`src/rtl/pipe_hazard_ctrl_pkg.sv`:
```
// Shared definitions for the pipeline hazard controller.
// Holds the FSM state encodings, the register-index width, the default
// performance-counter width and a small operand-match helper.
package pipe_hazard_ctrl_pkg;

    localparam int unsigned CNT_W_DEF = 32;
    localparam int unsigned REG_W     = 5;
    localparam int unsigned ST_W      = 2;

    localparam logic [ST_W-1:0] ST_RUN    = 2'd0;
    localparam logic [ST_W-1:0] ST_DRAIN  = 2'd1;
    localparam logic [ST_W-1:0] ST_HALTED = 2'd2;

    // True when an enabled source operand names the given destination register.
    function automatic logic reads_reg(
        input logic             use_f,
        input logic [REG_W-1:0] src,
        input logic [REG_W-1:0] dst
    );
        return use_f && (src == dst);
    endfunction

endpackage

```
`src/rtl/pipe_hazard_ctrl_if.sv`:
```
// Hazard-control bus between the pipeline datapath and pipe_hazard_ctrl.
// Pipeline -> controller: ID operand info, EX load/redirect info, MEM
// handshake, CP0 exception request, WB halt bit, resume pulse.
// Controller -> pipeline: PC/stage-register enables, stage clears, halted.
// master: pipeline side. slave: controller side.
interface pipe_hazard_ctrl_if;
    import pipe_hazard_ctrl_pkg::*;

    logic [REG_W-1:0] id_rs;
    logic [REG_W-1:0] id_rt;
    logic             id_use_rs;
    logic             id_use_rt;
    logic             id_halt;
    logic             ex_r_datamem;
    logic [REG_W-1:0] ex_regfile_req_w;
    logic             ex_redirect;
    logic             mem_req;
    logic             mem_ack;
    logic             exc_req;
    logic             wb_halt;
    logic             resume;

    logic             pc_en;
    logic             ps1_en;
    logic             ps2_en;
    logic             ps3_en;
    logic             ps4_en;
    logic             ps1_clear;
    logic             ps2_clear;
    logic             ps3_clear;
    logic             ps4_clear;
    logic             halted;

    modport master (
        output id_rs, id_rt, id_use_rs, id_use_rt, id_halt,
               ex_r_datamem, ex_regfile_req_w, ex_redirect,
               mem_req, mem_ack, exc_req, wb_halt, resume,
        input  pc_en, ps1_en, ps2_en, ps3_en, ps4_en,
               ps1_clear, ps2_clear, ps3_clear, ps4_clear, halted
    );

    modport slave (
        input  id_rs, id_rt, id_use_rs, id_use_rt, id_halt,
               ex_r_datamem, ex_regfile_req_w, ex_redirect,
               mem_req, mem_ack, exc_req, wb_halt, resume,
        output pc_en, ps1_en, ps2_en, ps3_en, ps4_en,
               ps1_clear, ps2_clear, ps3_clear, ps4_clear, halted
    );

endinterface

```
`src/rtl/pipe_hazard_ctrl_sat_counter.sv`:
```
// Saturating up-counter: counts inc cycles, holds at all-ones.
// Ports: clk, rst (async, active-high), inc, value[W-1:0] (registered).
module sat_counter #(
    parameter int unsigned W = 32
) (
    input  logic         clk,
    input  logic         rst,
    input  logic         inc,
    output logic [W-1:0] value
);

    always_ff @(posedge clk or posedge rst) begin
        if (rst) begin
            value <= '0;
        end else if (inc && (value != '1)) begin
            value <= value + W'(1);
        end
    end

endmodule

```
`src/rtl/pipe_hazard_ctrl.sv`:
```
// Central stall/flush controller for the 5-stage core.
// Ports: clk, rst (async, active-high); hz (pipe_hazard_ctrl_if.slave)
// carrying hazard inputs and the PC/stage enables, clears and halted;
// stall_cnt / flush_cnt saturating performance counters.
// Enables/clears are combinational from hz inputs and the RUN/DRAIN/HALTED
// state; priority is MEM wait > exception > redirect > load-use > halt.
module pipe_hazard_ctrl
    import pipe_hazard_ctrl_pkg::*;
#(
    parameter int unsigned CNT_W = CNT_W_DEF
) (
    input  logic             clk,
    input  logic             rst,
    pipe_hazard_ctrl_if.slave hz,
    output logic [CNT_W-1:0] stall_cnt,
    output logic [CNT_W-1:0] flush_cnt
);

    logic [ST_W-1:0] state;
    logic [ST_W-1:0] state_nxt;

    logic mem_wait;
    logic load_use;
    logic stall_inc;
    logic flush_inc;

    logic pc_en, ps1_en, ps2_en, ps3_en, ps4_en;
    logic ps1_clear, ps2_clear, ps3_clear, ps4_clear;
    logic halted;

    assign mem_wait = hz.mem_req && !hz.mem_ack;
    assign load_use = hz.ex_r_datamem && (hz.ex_regfile_req_w != '0) &&
                      (reads_reg(hz.id_use_rs, hz.id_rs, hz.ex_regfile_req_w) ||
                       reads_reg(hz.id_use_rt, hz.id_rt, hz.ex_regfile_req_w));

    // State register
    always_ff @(posedge clk or posedge rst) begin
        if (rst) begin
            state <= ST_RUN;
        end else begin
            state <= state_nxt;
        end
    end

    // Next state, enables, clears and counter strobes
    always_comb begin
        state_nxt = state;
        pc_en     = 1'b1;
        ps1_en    = 1'b1;
        ps2_en    = 1'b1;
        ps3_en    = 1'b1;
        ps4_en    = 1'b1;
        ps1_clear = 1'b0;
        ps2_clear = 1'b0;
        ps3_clear = 1'b0;
        ps4_clear = 1'b0;
        halted    = 1'b0;
        stall_inc = 1'b0;
        flush_inc = 1'b0;

        if (rst) begin
            pc_en  = 1'b0;
            ps1_en = 1'b0;
            ps2_en = 1'b0;
            ps3_en = 1'b0;
            ps4_en = 1'b0;
        end else begin
            case (state)
                ST_RUN: begin
                    if (mem_wait) begin
                        // Freeze everything older than WB; WB takes a bubble
                        pc_en     = 1'b0;
                        ps1_en    = 1'b0;
                        ps2_en    = 1'b0;
                        ps3_en    = 1'b0;
                        ps4_clear = 1'b1;
                        stall_inc = 1'b1;
                    end else if (hz.exc_req) begin
                        // PC mux selects the exception vector, so PC keeps loading
                        ps1_clear = 1'b1;
                        ps2_clear = 1'b1;
                        ps3_clear = 1'b1;
                        flush_inc = 1'b1;
                    end else if (hz.ex_redirect) begin
                        // Redirect also squashes the load-use consumer: no stall
                        ps1_clear = 1'b1;
                        ps2_clear = 1'b1;
                        flush_inc = 1'b1;
                    end else if (load_use) begin
                        // One bubble; the load leaves EX so it resolves next cycle
                        pc_en     = 1'b0;
                        ps1_en    = 1'b0;
                        ps2_clear = 1'b1;
                        stall_inc = 1'b1;
                    end else if (hz.id_halt) begin
                        state_nxt = ST_DRAIN;
                    end
                end

                ST_DRAIN: begin
                    // Stop fetching; feed bubbles behind the halt
                    pc_en     = 1'b0;
                    ps1_clear = 1'b1;
                    if (mem_wait) begin
                        ps1_en    = 1'b0;
                        ps2_en    = 1'b0;
                        ps3_en    = 1'b0;
                        ps4_clear = 1'b1;
                    end else if (hz.exc_req) begin
                        // Exception kills the younger halt; resume at the vector
                        pc_en     = 1'b1;
                        ps2_clear = 1'b1;
                        ps3_clear = 1'b1;
                        flush_inc = 1'b1;
                        state_nxt = ST_RUN;
                    end else if (hz.wb_halt) begin
                        state_nxt = ST_HALTED;
                    end
                end

                ST_HALTED: begin
                    pc_en  = 1'b0;
                    ps1_en = 1'b0;
                    ps2_en = 1'b0;
                    ps3_en = 1'b0;
                    ps4_en = 1'b0;
                    halted = 1'b1;
                    if (hz.resume) begin
                        // Flush the halt out of WB and restart fetch
                        pc_en     = 1'b1;
                        ps4_clear = 1'b1;
                        state_nxt = ST_RUN;
                    end
                end

                default: begin
                    state_nxt = ST_RUN;
                end
            endcase
        end
    end

    assign hz.pc_en     = pc_en;
    assign hz.ps1_en    = ps1_en;
    assign hz.ps2_en    = ps2_en;
    assign hz.ps3_en    = ps3_en;
    assign hz.ps4_en    = ps4_en;
    assign hz.ps1_clear = ps1_clear;
    assign hz.ps2_clear = ps2_clear;
    assign hz.ps3_clear = ps3_clear;
    assign hz.ps4_clear = ps4_clear;
    assign hz.halted    = halted;

    sat_counter #(.W(CNT_W)) u_stall_cnt (
        .clk   (clk),
        .rst   (rst),
        .inc   (stall_inc),
        .value (stall_cnt)
    );

    sat_counter #(.W(CNT_W)) u_flush_cnt (
        .clk   (clk),
        .rst   (rst),
        .inc   (flush_inc),
        .value (flush_cnt)
    );

endmodule

```
`src/flat_wrapper.sv`:
```
// flat-port wrapper written by rule: the top's interface ports become plain ports
module pipe_hazard_ctrl_flat import pipe_hazard_ctrl_pkg::*;
#(
    parameter int unsigned CNT_W = CNT_W_DEF
)
  (clk, rst, stall_cnt, flush_cnt, hz_id_rs, hz_id_rt, hz_id_use_rs, hz_id_use_rt, hz_id_halt, hz_ex_r_datamem, hz_ex_regfile_req_w, hz_ex_redirect, hz_mem_req, hz_mem_ack, hz_exc_req, hz_wb_halt, hz_resume, hz_pc_en, hz_ps1_en, hz_ps2_en, hz_ps3_en, hz_ps4_en, hz_ps1_clear, hz_ps2_clear, hz_ps3_clear, hz_ps4_clear, hz_halted);
  pipe_hazard_ctrl_if hz_i ();
  input  logic clk;
  input  logic rst;
  output logic [CNT_W-1:0] stall_cnt;
  output logic [CNT_W-1:0] flush_cnt;
  input wire logic [$bits(hz_i.id_rs)-1:0] hz_id_rs;
  input wire logic [$bits(hz_i.id_rt)-1:0] hz_id_rt;
  input wire logic [$bits(hz_i.id_use_rs)-1:0] hz_id_use_rs;
  input wire logic [$bits(hz_i.id_use_rt)-1:0] hz_id_use_rt;
  input wire logic [$bits(hz_i.id_halt)-1:0] hz_id_halt;
  input wire logic [$bits(hz_i.ex_r_datamem)-1:0] hz_ex_r_datamem;
  input wire logic [$bits(hz_i.ex_regfile_req_w)-1:0] hz_ex_regfile_req_w;
  input wire logic [$bits(hz_i.ex_redirect)-1:0] hz_ex_redirect;
  input wire logic [$bits(hz_i.mem_req)-1:0] hz_mem_req;
  input wire logic [$bits(hz_i.mem_ack)-1:0] hz_mem_ack;
  input wire logic [$bits(hz_i.exc_req)-1:0] hz_exc_req;
  input wire logic [$bits(hz_i.wb_halt)-1:0] hz_wb_halt;
  input wire logic [$bits(hz_i.resume)-1:0] hz_resume;
  output wire logic [$bits(hz_i.pc_en)-1:0] hz_pc_en;
  output wire logic [$bits(hz_i.ps1_en)-1:0] hz_ps1_en;
  output wire logic [$bits(hz_i.ps2_en)-1:0] hz_ps2_en;
  output wire logic [$bits(hz_i.ps3_en)-1:0] hz_ps3_en;
  output wire logic [$bits(hz_i.ps4_en)-1:0] hz_ps4_en;
  output wire logic [$bits(hz_i.ps1_clear)-1:0] hz_ps1_clear;
  output wire logic [$bits(hz_i.ps2_clear)-1:0] hz_ps2_clear;
  output wire logic [$bits(hz_i.ps3_clear)-1:0] hz_ps3_clear;
  output wire logic [$bits(hz_i.ps4_clear)-1:0] hz_ps4_clear;
  output wire logic [$bits(hz_i.halted)-1:0] hz_halted;
  assign hz_i.id_rs = hz_id_rs;
  assign hz_i.id_rt = hz_id_rt;
  assign hz_i.id_use_rs = hz_id_use_rs;
  assign hz_i.id_use_rt = hz_id_use_rt;
  assign hz_i.id_halt = hz_id_halt;
  assign hz_i.ex_r_datamem = hz_ex_r_datamem;
  assign hz_i.ex_regfile_req_w = hz_ex_regfile_req_w;
  assign hz_i.ex_redirect = hz_ex_redirect;
  assign hz_i.mem_req = hz_mem_req;
  assign hz_i.mem_ack = hz_mem_ack;
  assign hz_i.exc_req = hz_exc_req;
  assign hz_i.wb_halt = hz_wb_halt;
  assign hz_i.resume = hz_resume;
  assign hz_pc_en = hz_i.pc_en;
  assign hz_ps1_en = hz_i.ps1_en;
  assign hz_ps2_en = hz_i.ps2_en;
  assign hz_ps3_en = hz_i.ps3_en;
  assign hz_ps4_en = hz_i.ps4_en;
  assign hz_ps1_clear = hz_i.ps1_clear;
  assign hz_ps2_clear = hz_i.ps2_clear;
  assign hz_ps3_clear = hz_i.ps3_clear;
  assign hz_ps4_clear = hz_i.ps4_clear;
  assign hz_halted = hz_i.halted;
  pipe_hazard_ctrl #(.CNT_W(CNT_W)) u_core (.clk(clk), .rst(rst), .hz(hz_i), .stall_cnt(stall_cnt), .flush_cnt(flush_cnt));
endmodule
```
`config.mk`:
```
export PLATFORM = sky130hd
export DESIGN_NAME = pipe_hazard_ctrl_flat
export DESIGN_NICKNAME = d
export VERILOG_FILES = /design/src/rtl/pipe_hazard_ctrl_pkg.sv /design/src/rtl/pipe_hazard_ctrl_if.sv /design/src/rtl/pipe_hazard_ctrl_sat_counter.sv /design/src/rtl/pipe_hazard_ctrl.sv /design/src/flat_wrapper.sv
export SDC_FILE = /design/constraint.sdc
export NUM_CORES = 1
export LEC_CHECK = 0
export CORE_ASPECT_RATIO = 0.6
export CORE_UTILIZATION = 40
export CTS_CLUSTER_SIZE = 20
export DETAILED_ROUTE_END_ITERATION = 6
export MAX_ROUTING_LAYER = met4
export PLACE_DENSITY = 0.68
export SYNTH_ARGS = -nofsm -noshare
export SYNTH_HDL_FRONTEND = slang
export SYNTH_SLANG_ARGS = --single-unit
```
`constraint.sdc`:
```
create_clock -name clk -period 3.3 [get_ports clk]
set_input_delay 0.66 -clock clk [delete_from_list [all_inputs] [get_ports clk]]
set_output_delay 0.66 -clock clk [all_outputs]
set_load 0.1 [all_outputs]
```
==> results of run 1 <==
## power breakdown
group	switching [W]	leakage [nW]	internal (W)	total, W
clock	0.000351	0.160	0.000737	0.00109
sequential	0.000154	0.870	0.000903	0.00106
combinational	0.00115	1.35	0.000401	0.00155
## per-layer routing
| layer | GRT usage, % | share of wire [%] | vias to the layer above |
|---|---|---|---|
| li1 | - | - | 1513 |
| met1 | 29.5 | 50 | 1493 |
| met2 | 28.9 | 43 | 93 |
| met3 | 6.67 | 6.3 | 4 |
| met4 | 5.78 | 0.76 | 0 |
| met5 | - | 0 | - |
## stage by stage
stage / worst slack [ns] / std cells / power (W)
3_5_place_dp: 0.0451 / 578 / 0.00263
4_1_cts: 0.0443 / 594 / 0.00373
5_1_grt: 0.00483 / 594 / 0.00385
2_1_floorplan: -0.152 / 368 / 0.00222
6_report: 0.144 / 594 / 0.00370
3_3_place_gp: 0.111 / 578 / 0.00262
## registers in the layout (all words and copies together) (netlist names)
name,flops
u_core.state,2
u_core.u_flush_cnt.value,32
u_core.u_stall_cnt.value,32
## cells in the mapped netlist, types with 3 or more instances
cell,count
a21oi_1,8
xnor2_1,25
nor2b_1,3
buf_6,3
nor2_1,26
nor4_2,8
and3_1,6
dfrtp_1,66
and4_1,6
o21ai_0,3
nand3_1,26
xor2_1,46
inv_1,10
nand4_1,17
or2_2,3
clkbuf_1,5
buf_2,3
nor3_2,12
nor4_1,3
nand2_1,32
nor3_1,23
## worst reg2reg max path: stages, from the launching register on
cell and delay [ns]:
dfrtp_1 0.45, nand4_1 0.29, nor4_1 0.43, and4b_1 0.41, or4_4 0.47, nor2_1 0.14, mux2_2 0.29
## how the worst min path moves through the flow
stage	from	endpoint	slack, ns	cells past startpoint
after floorplan	u_core.state[1]	u_core.state[1]	0.69	3
after global placement	u_core.u_flush_cnt.value[15]	u_core.u_flush_cnt.value[15]	0.48	1
after detailed placement	u_core.u_flush_cnt.value[15]	u_core.u_flush_cnt.value[15]	0.48	1
after CTS	u_core.u_stall_cnt.value[4]	u_core.u_stall_cnt.value[4]	0.50	1
after global routing	u_core.u_stall_cnt.value[19]	u_core.u_stall_cnt.value[19]	0.51	1
final	u_core.u_flush_cnt.value[5]	u_core.u_flush_cnt.value[5]	0.50	1
## timing repair
action                                  CTS  global route
hold buffers                              0             0
endpoints found under the hold margin     0             0
endpoints found under the setup margin    0             2
gates resized for setup                   0             2
## area by class of cell
cell class | instances | share of cell area [%]
clock inverters | 5 | 1.99
multi-input cells | 279 | 37.7
flip-flops and latches | 66 | 32.0
clock buffers | 11 | 4.51
inverters | 10 | 0.728
repair buffers | 111 | 20.3
well taps | 112 | 2.72
## kinds of logic (layout without fill, tap and decap cells)
| kind of cell | after synthesis | in the layout | share of synthesized area, % |
|---|---|---|---|
| XOR/XNOR | 71 | 71 | 16.9 |
| adder cells (fa/ha/maj) | 2 | 2 | 0.681 |
| buffers and inverters | 23 | 137 | 3.27 |
| flip-flops | 66 | 66 | 44.9 |
| multiplexers | 1 | 1 | 0.306 |
| AND/OR/NAND/NOR | 185 | 185 | 30.6 |
| AO/OA/AOI/OAI | 20 | 20 | 3.27 |
==> run metrics, run 1 <==
CP Buf/Inv Count=2; Final Max Slew Viols=0; CTS tree=yes; commonest non-fill, non-tap cell in the layout=buf_4; register bit total from synthesis=66; number of synthesized flops with an enable pin=0; Yosys top cell area share=44.9%; drt total wl=9080 um; Total GRT Usage=21.0%; most frequent cells in the layout=buf_4 (73), dfrtp_1 (66), xor2_1 (46); synthesis-to-layout area growth=40.3%; Yosys cell types=44; slowest cell on the critical path=or4_1; YS warnings=0; fillcell total=777; PwrDens=718 nW/um^2; nets=506; Vias/cell=5.22; critical path startpoint category=primary input; Root Buffer Master=clkbuf_16; Final Skew=0.00630 ns; fraction of registers with async set/reset=100%; FF-to-FF Start=u_core.u_stall_cnt.value[10]; CP Class=primary input to output pin; final instance area=5150 sq um; register area share after synthesis=44.9%; headroom to the max-slew limit=47.6%; DR vias=3103; Final min period=3.16 ns; die height=76.2 um; first-pass GRT wire length=15400 um; slowest cell delay on critical path=0.52 ns; CP Launch Point=hz_ex_regfile_req_w[0]; CTS Sinks=66; Worst EP arrival=2.50 ns; initial DRC count=191; syn nets=397; total CTS buffers=9; Post-Synthesis Cells=368; largest cells by area after synthesis=dfrtp_1 (45%), xor2_1 (11%), xnor2_1 (6.0%), nand3_1 (3.5%), nor3_2 (3.3%); worst path required time=2.64 ns; die width=126 um; crit end category=output pin; layout cells sized above 1=28.6%; number of top-level pins=101; Max Clk Rate=317 MHz; initial antenna violation count=0; Longest Clk Path Bufs=2; syn_area_per_cell=9.99 sq um; drt drc=0; initial core utilization=42.1%; final worst-path cycle share=95.6%; status=completed; FF/Latch Area=1650 sq um; number of global-route vias before repair=2980; area of the multi-input gates=1940 sq um; FF-to-FF End=u_core.u_stall_cnt.value[1]; GRT Residual Overflow=0; final hold slack=0.495 ns; drt wl/cell=15.3 um; worst min path class=register to register; row count=26; worst-path fanout max=2; worst-margin pin slew=0.779 ns; drt first pass iters=4; Antenna Nets Post-Route=0; GPL Wtd Cong=0.852; final hold vios=0; top cell family by delay on the critical path=simple AND/OR/NAND/NOR gates; critical path depth=7; RSZ-0062 raised after global routing=false; Yosys top cell by area=dfrtp_1; crit-path cells=clkdlybuf4s50_1 -> or4_1 -> o21ai_1 -> nand3b_1 -> a21oi_1 -> nor3_2 -> buf_12; Core Area=8720 sq um; Reg clk slew, reported paths=0.05 ns; hpwl dp=6760 um; placed cell area=4810 sq um; worst r2r path cells=6; flop-to-flop setup slack=0.71 ns; die area=9590 sq um; maximum vdd drop=0.632 mV; final core occ=59.1%; P_leak=2.38 nW; synthesized area=3670 sq um; Setup TNS=0 ns; number of diodes=0; CTS H-tree lvls=3; Final setup violation count=0; input/output buffers=100; max cap viols=0; postcts setup bufs=0; Synth Flop Type=dfrtp_1; Setup crit end=hz_ps1_en; Worst-Skew Late Latency=0.33 ns; largest net degree at the start of global routing=43
No activity file was read; power rests on OpenSTA's default activity.
==> run 2: changes to the inputs <==
--- a/config.mk
+++ b/config.mk
@@ -9,8 +9,9 @@
 export CORE_UTILIZATION = 40
 export CTS_CLUSTER_SIZE = 20
 export DETAILED_ROUTE_END_ITERATION = 6
+export DONT_BUFFER_PORTS = 1
 export MAX_ROUTING_LAYER = met4
-export PLACE_DENSITY = 0.68
+export PLACE_DENSITY = 0.54
 export SYNTH_ARGS = -nofsm -noshare
 export SYNTH_HDL_FRONTEND = slang
 export SYNTH_SLANG_ARGS = --single-unit
==> run 2 against run 1 <==
Wire length decreased by 0.96%. Largest cell class unchanged. Sequential cell count unchanged. Highest routed layer unchanged. Clock power fell by 6%. Largest power group unchanged.
==> run metrics, run 2 (same netlist as run 1, synthesis figures left out) <==
critical path startpoint category=primary input; maximum vdd drop=0.634 mV; status=completed; slowest cell on the critical path=or4_1; GPL Wtd Cong=0.789; max cap viols=0; initial DRC count=188; flop-to-flop setup slack=0.81 ns; Final Skew=0.00961 ns; layout cells sized above 1=30.2%; Reg clk slew, reported paths=0.05 ns; crit-path cells=or4_1 -> o21ai_0 -> nand3b_1 -> a21oi_1 -> nor3_4 -> buf_4; worst r2r path cells=6; CTS tree=yes; Worst-Skew Late Latency=0.33 ns; worst path required time=2.64 ns; critical path depth=6; largest registers=u_core.u_flush_cnt.value: 32 flops, u_core.u_stall_cnt.value: 32 flops, u_core.state: 2 flops; Total GRT Usage=20.8%; GRT Residual Overflow=0; CP Launch Point=hz_ex_regfile_req_w[0]; DR vias=2954; number of global-route vias before repair=2852; Vias/cell=5.25; Core Area=8720 sq um; final hold vios=0; FF-to-FF Start=u_core.u_stall_cnt.value[0]; crit end category=output pin; Worst EP arrival=2.20 ns; drt total wl=8990 um; PwrDens=745 nW/um^2; Final Max Slew Viols=0; row count=26; drt drc=0; RSZ-0062 raised after global routing=false; worst-path fanout max=3; hpwl dp=6870 um; headroom to the max-slew limit=39.3%; CTS H-tree lvls=3; die width=126 um; commonest non-fill, non-tap cell in the layout=buf_4; top cell family by delay on the critical path=simple AND/OR/NAND/NOR gates; Setup TNS=0 ns; CTS Sinks=66; postcts setup bufs=0; Final min period=2.86 ns; Antenna Nets Post-Route=0; largest net degree at the start of global routing=39; nets=475; die height=76.2 um; hold_buf cts=0; post-CTS sizing=0; Max Clk Rate=350 MHz; drt wl/cell=16.0 um; FF-to-FF End=u_core.u_stall_cnt.value[1]; Setup crit end=hz_ps1_en; number of top-level pins=101; drt first pass iters=4; worst min path class=primary input to async pin; initial core utilization=42.1%; number of diodes=0; final worst-path cycle share=86.6%; P_leak=2.22 nW; die area=9590 sq um; worst-margin pin slew=0.902 ns; synthesis-to-layout area growth=29.1%; slowest cell delay on critical path=0.51 ns; total CTS buffers=9; Longest Clk Path Bufs=2; CP Class=primary input to output pin; most frequent cells in the layout=buf_4 (78), dfrtp_1 (66), xor2_1 (46); first-pass GRT wire length=15000 um; Pwr Total=0.00353 W; Root Buffer Master=clkbuf_16; input/output buffers=0; Final setup violation count=0; initial antenna violation count=0; CP Buf/Inv Count=1
run 2: per-stage QoR:
step	area (sq um)	hold WS (ns)	setup slack, ns	util (%)	cells
final	4740	0.379	0.442	54.4	563
after global routing	4740	0.460	0.346	54.4	563
after CTS	4740	0.409	0.429	54.4	563
after detailed placement	4420	0.574	0.437	50.7	547
after global placement	4420	0.551	0.509	50.7	547
after floorplan	3700	0.691	-0.152	-	368
run 2: area by class of cell:
| type | instances | area [sq um] |
|---|---|---|
| Fill cell | 812 | 3970 |
| Multi-Input combinational cell | 279 | 1960 |
| Sequential cell | 66 | 1650 |
| Timing Repair Buffer | 80 | 633 |
| Clock buffer | 11 | 243 |
| Tap cell | 112 | 140 |
| Clock inverter | 5 | 77.6 |
| Inverter | 10 | 37.5 |
run 2: worst min-delay path by stage:
| stage | from | endpoint | slack (ns) | cells after the start |
|---|---|---|---|---|
| 6_report | rst | u_core.state[1] | 0.38 | 1 |
| 5_1_grt | rst | u_core.state[1] | 0.46 | 1 |
| 4_1_cts | rst | u_core.state[1] | 0.41 | 1 |
| 3_5_place_dp | u_core.u_stall_cnt.value[23] | u_core.u_stall_cnt.value[23] | 0.57 | 2 |
| 3_3_place_gp | u_core.u_stall_cnt.value[23] | u_core.u_stall_cnt.value[23] | 0.55 | 2 |
| 2_1_floorplan | u_core.state[1] | u_core.state[1] | 0.69 | 3 |
run 2: metal layers:
layer | part of all wire, % | vias up | track usage (%)
li1 | - | 1457 | -
met1 | 52 | 1398 | 29.8
met2 | 40 | 93 | 27.1
met3 | 7.2 | 6 | 7.37
met4 | 0.79 | 0 | 6.14
met5 | 0 | - | -
run 2: report_power, final:
part / switching, W / internal [W] / total [W]
Clock: 0.000348 / 0.000679 / 0.00103
Sequential: 0.0000875 / 0.000903 / 0.000990
Combinational: 0.00120 / 0.000312 / 0.00152
